===== src/rtl/gf8_pkg.sv =====
// rtl/gf8_pkg.sv - GF(2^8) constants, engine state type and xtime helper
package gf8_pkg;

  localparam int         GF_W        = 8;
  localparam logic [7:0] GF_POLY_AES = 8'h1B;
  localparam logic [7:0] GF_ONE      = 8'h01;

  typedef enum logic [1:0] {
    IDLE = 2'd0,
    SQR  = 2'd1,
    MUL  = 2'd2,
    DONE = 2'd3
  } pow_state_t;

  // Multiply by x, reducing by the implied x^8 term.
  function automatic logic [GF_W-1:0] gf8_xtime(input logic [GF_W-1:0] a,
                                                input logic [GF_W-1:0] poly);
    return {a[GF_W-2:0], 1'b0} ^ (a[GF_W-1] ? poly : '0);
  endfunction

endpackage


===== src/rtl/gf8_mul.sv =====
// rtl/gf8_mul.sv - combinational GF(2^8) multiplier, y = a*b mod {1,POLY}
module gf8_mul
  import gf8_pkg::*;
#(
  parameter logic [7:0] POLY = GF_POLY_AES
) (
  input  logic [7:0] a,
  input  logic [7:0] b,
  output logic [7:0] y
);

  // Horner evaluation over b, MSB first, so each step is one xtime plus a conditional add.
  always_comb begin
    y = '0;
    for (int i = GF_W - 1; i >= 0; i--) begin
      y = gf8_xtime(y, POLY) ^ (b[i] ? a : 8'h00);
    end
  end

endmodule


===== src/rtl/gf8_pow_seq.sv =====
// rtl/gf8_pow_seq.sv - square-and-multiply GF(2^8) exponentiation engine
// Optional inverse request input enabled by GF8_POW_INV_EN.
module gf8_pow_seq
  import gf8_pkg::*;
#(
  parameter logic [7:0] POLY  = GF_POLY_AES,
  parameter int         EXP_W = 8
) (
  input  logic             clk,
  input  logic             rst_n,
  input  logic             in_valid,
  output logic             in_ready,
  input  logic [7:0]       in_base,
  input  logic [EXP_W-1:0] in_exp,
`ifdef GF8_POW_INV_EN
  input  logic             in_inv,
`endif
  output logic             out_valid,
  input  logic             out_ready,
  output logic [7:0]       out_result,
  output logic             busy
);

  localparam int                IDX_W   = (EXP_W > 1) ? $clog2(EXP_W) : 1;
  localparam logic [IDX_W-1:0]  IDX_TOP = IDX_W'(EXP_W - 1);

  pow_state_t       state_q, state_d;
  logic [7:0]       acc_q, acc_d;
  logic [7:0]       base_q, base_d;
  logic [EXP_W-1:0] exp_q, exp_d;
  logic [IDX_W-1:0] idx_q, idx_d;
  logic [7:0]       result_q, result_d;
  logic [7:0]       op_b;
  logic [7:0]       product;
  logic [EXP_W-1:0] exp_sel;

`ifdef GF8_POW_INV_EN
  if (EXP_W < 8) begin : g_exp_w_check
    $error("gf8_pow_seq: GF8_POW_INV_EN needs EXP_W >= 8");
  end
  assign exp_sel = in_inv ? EXP_W'(254) : in_exp;
`else
  assign exp_sel = in_exp;
`endif

  // Single shared multiplier: squaring in SQR, multiply by base in MUL.
  assign op_b = (state_q == MUL) ? base_q : acc_q;

  gf8_mul #(.POLY(POLY)) u_mul (
    .a (acc_q),
    .b (op_b),
    .y (product)
  );

  assign in_ready   = (state_q == IDLE);
  assign busy       = (state_q == SQR) || (state_q == MUL);
  assign out_valid  = (state_q == DONE);
  assign out_result = result_q;

  always_ff @(posedge clk or negedge rst_n) begin
    if (!rst_n) begin
      state_q  <= IDLE;
      acc_q    <= '0;
      base_q   <= '0;
      exp_q    <= '0;
      idx_q    <= '0;
      result_q <= '0;
    end else begin
      state_q  <= state_d;
      acc_q    <= acc_d;
      base_q   <= base_d;
      exp_q    <= exp_d;
      idx_q    <= idx_d;
      result_q <= result_d;
    end
  end

  always_comb begin
    state_d  = state_q;
    acc_d    = acc_q;
    base_d   = base_q;
    exp_d    = exp_q;
    idx_d    = idx_q;
    result_d = result_q;
    case (state_q)
      IDLE: begin
        if (in_valid) begin
          base_d  = in_base;
          exp_d   = exp_sel;
          acc_d   = GF_ONE;
          idx_d   = IDX_TOP;
          state_d = SQR;
        end
      end
      SQR: begin
        acc_d = product;
        if (exp_q[idx_q]) begin
          state_d = MUL;
        end else if (idx_q == '0) begin
          state_d  = DONE;
          result_d = product;
        end else begin
          idx_d = idx_q - IDX_W'(1);
        end
      end
      MUL: begin
        acc_d = product;
        if (idx_q == '0) begin
          state_d  = DONE;
          result_d = product;
        end else begin
          idx_d   = idx_q - IDX_W'(1);
          state_d = SQR;
        end
      end
      DONE: begin
        if (out_ready) state_d = IDLE;
      end
      default: state_d = IDLE;
    endcase
  end

endmodule


===== config.mk =====
export PLATFORM = sky130hd
export DESIGN_NAME = gf8_pow_seq
export DESIGN_NICKNAME = d
export VERILOG_FILES = /design/src/rtl/gf8_pkg.sv /design/src/rtl/gf8_mul.sv /design/src/rtl/gf8_pow_seq.sv
export SDC_FILE = /design/constraint.sdc
export NUM_CORES = 1
export LEC_CHECK = 0
export ABC_AREA = 1
export BUFFER_PORTS_ARGS = -buffer_cell sky130_fd_sc_hd__clkbuf_2
export CAP_MARGIN = 5
export CELL_PAD_IN_SITES_DETAIL_PLACEMENT = 0
export CELL_PAD_IN_SITES_GLOBAL_PLACEMENT = 1
export CORE_MARGIN = 2
export CORE_UTILIZATION = 38
export DETAILED_ROUTE_END_ITERATION = 12
export GPL_TIMING_DRIVEN = 1
export PLACE_DENSITY_LB_ADDON = 0.25
export SKIP_CTS_REPAIR_TIMING = 1
export SYNTH_ARGS = -nofsm -noshare
export SYNTH_HDL_FRONTEND = slang
export SYNTH_SLANG_ARGS = --single-unit

===== constraint.sdc =====
create_clock -name clk -period 2.3 [get_ports clk]
set_clock_uncertainty 0.15 [all_clocks]
set_input_delay 0.46 -clock clk [delete_from_list [all_inputs] [get_ports clk]]
set_output_delay 0.46 -clock clk [all_outputs]
set_load 0.01 [all_outputs]

==> impl_metrics.env <==
export IMPL_syn_avg_cell_area_um2=5.97
export IMPL_cts_htree_levels=2
export IMPL_crit_path_max_fanout=7
export IMPL_crit_required_ns=2.33
export IMPL_min_period_ns=2.47
export IMPL_fmax_ghz=0.406
export IMPL_drtAntennaViolNets=0
export IMPL_cts_made_buffers=5
export IMPL_grt_pass1_vias=3632
export IMPL_drv_slew=0
export IMPL_grt_pass1_wl_mm=16.7
export IMPL_cts_path_max_buffers=2
export IMPL_die_y_um=98.4
export IMPL_path_class="reg2reg"
export IMPL_port_buffers=30
export IMPL_grt_max_degree=38
export IMPL_yosys_warnings=0
export IMPL_hpwl_mm=7.76
export IMPL_fin_hold_ws_ns=0.0516
export IMPL_worstMarginPinSlew_ns=0.481
export IMPL_cts_root_buf="clkbuf_8"
export IMPL_slew_headroom_pct=67.9
export IMPL_antenna_found_initial=0
export IMPL_drive_gt1_share_pct=35.6
export IMPL_setup_viol=16
export IMPL_core_area_um2=8680
export IMPL_drc=0
export IMPL_timing_max_cap_violations=0
export IMPL_place_ws_ns=-0.258
export IMPL_ioPinCount=31
export IMPL_die_x_um=98.4
export IMPL_worstRegToRegCells=17
export IMPL_synthCells=567
export IMPL_place_gp_congestion=0.877
export IMPL_r2r_end="out_result[7]"
export IMPL_nets=680
export IMPL_finalCritPeriodShare_pct=107
export IMPL_r2r_start="state_q[0]"
export IMPL_area_delta_synth_final_pct=39.2
export IMPL_path_clk_slew_ns=0.09
export IMPL_worst_ep_arrival_time_ns=2.50
export IMPL_rsz0062_at_grt="yes"
export IMPL_dieArea_um2=9670
export IMPL_start_util_pct=39.0
export IMPL_synth_nets=593
export IMPL_clkLatencyLatePin_ns=0.29
export IMPL_endpoint="out_result[7]"
export IMPL_rows=34
export IMPL_grtUsageTotal_pct=21.0
export IMPL_synth_edff_count=0
export IMPL_setup_slack_ns=-0.166
export IMPL_ys_seq_area_share_pct=27.4
export IMPL_totalWireLength_mm=10.1
export IMPL_globalRouteOverflowTotal=0
export IMPL_synth_distinct_cells=29
export IMPL_via_per_inst=4.79
export IMPL_hold_class="in2async"
export IMPL_wire_per_inst_um=13.2
export IMPL_failed_checks="setup timing"
export IMPL_synthFlopType="dfrtp_1"
export IMPL_numClockSinks=37
export IMPL_dr_pass1_iters=4
export IMPL_cp_start_kind="flip-flop"
export IMPL_via_count=3656
export IMPL_synthArstFlopShare_pct=100
export IMPL_cp_end_kind="flip-flop"
export IMPL_hold_violations=0
export IMPL_num_antenna_cells=0
export IMPL_r2r_setup_slack_ns=-0.17
export IMPL_cts_tree="yes"
export IMPL_startpoint="state_q[0]"
export IMPL_ys_seq_elements=37
export IMPL_drt_iter0_markers=159
export IMPL_synthesis_area_um2=3380
export IMPL_status="finished with violations"
[worst max-delay path, stage by stage (launching register included)]
cell and delay, ns:
dfrtp_1 0.40, inv_2 0.08, ha_4 0.23, clkbuf_16 0.18, nand2_4 0.11, nand2_1 0.11
nand2_1 0.08, nand3_1 0.13, nand2_2 0.10, inv_1 0.08, nand2_1 0.07, nand2_2 0.08
inv_2 0.04, or2_1 0.21, nand3b_1 0.11, nand2_2 0.08, nand2_1 0.08, nand2_1 0.05
[metal layers]
metal / part of all wire (%) / routed length [µm] / global-route usage [%] / vias to the layer above
li1: - / - / - / 1906
met4: 1.2 / 122 / 5.16 / 0
met2: 48 / 4890 / 35.4 / 64
met5: 0 / 0 / 0 / -
met1: 46 / 4700 / 29.3 / 1679
met3: 3.8 / 388 / 1.72 / 7
[worst min-delay path by stage]
stage | from | endpoint | slack [ns]
4_1_cts | rst_n | exp_q[1] | 0.08
3_5_place_dp | exp_q[7] | exp_q[7] | 0.32
6_report | rst_n | exp_q[4] | 0.05
5_1_grt | rst_n | exp_q[4] | 0.09
2_1_floorplan | rst_n | acc_q[0] | 0.01
3_3_place_gp | out_result[1] | out_result[1] | 0.31
[metrics by stage]
stage	std cells	area, µm²	TNS [ns]	util (%)
3_5_place_dp	746	4010	-3.58	46.2
6_report	763	4710	-2.12	54.3
5_1_grt	763	4710	-4.98	54.3
3_3_place_gp	746	4010	-2.29	46.2
4_1_cts	754	4120	-4.01	47.5
2_1_floorplan	567	3400	0	-
[cell families (layout without fill, tap and decap cells)]
kind of cell | count (synthesis) | count (layout) | share of synthesized area [%]
compound gates | 43 | 43 | 6.88
xor+xnor | 29 | 29 | 7.95
fa+ha+maj | 6 | 6 | 2.22
buf+inv | 82 | 170 | 9.69
flops | 37 | 37 | 27.4
simple gates | 370 | 370 | 45.9
[placed cells by master (no fill, tap or decap), types with 2 or more instances in the layout]
cell type / n
nor2_2: 6
inv_1: 61
nand3_4: 3
clkbuf_8: 5
nand2_1: 182
o21ai_1: 3
buf_6: 3
xnor2_2: 2
nand3_1: 31
inv_2: 10
nand3_2: 16
xnor2_1: 9
nor2_4: 4
ha_1: 5
nand2_4: 23
o21ai_0: 29
nor2_1: 40
nand3b_1: 3
a21oi_1: 5
xor2_2: 6
clkbuf_2: 30
nand2_2: 60
buf_4: 52
dfrtp_1: 37
xor2_1: 12
[final cells by class]
class / count / area [µm²]
sequential: 37 / 926
clock inverter: 3 / 43.8
inverter: 74 / 292
fill: 882 / 3970
clock buffer: 5 / 68.8
tap: 108 / 135
timing repair buffer: 88 / 634
multi-input combinational: 448 / 2610
[cells in the mapped netlist (4+ instances only)]
master   number  area (µm²)
a21oi_1       5        25.0
buf_2         4        20.0
dfrtp_1      37         926
ha_1          6        75.1
inv_1        70         263
nand2_1     246         923
nand2_2      18         113
nand3_1      46         230
nor2_1       50         188
o21ai_0      31         155
xnor2_1      10        87.6
xor2_1       17         149
[registers in the layout, summed over array words and instances (netlist names)]
name and count:
out_result 8, idx_q 3, exp_q 8, base_q 8, acc_q 8, state_q 2
Power is not shown: default switching activity piles up to over one toggle a cycle in this logic, so the estimate is an artifact.
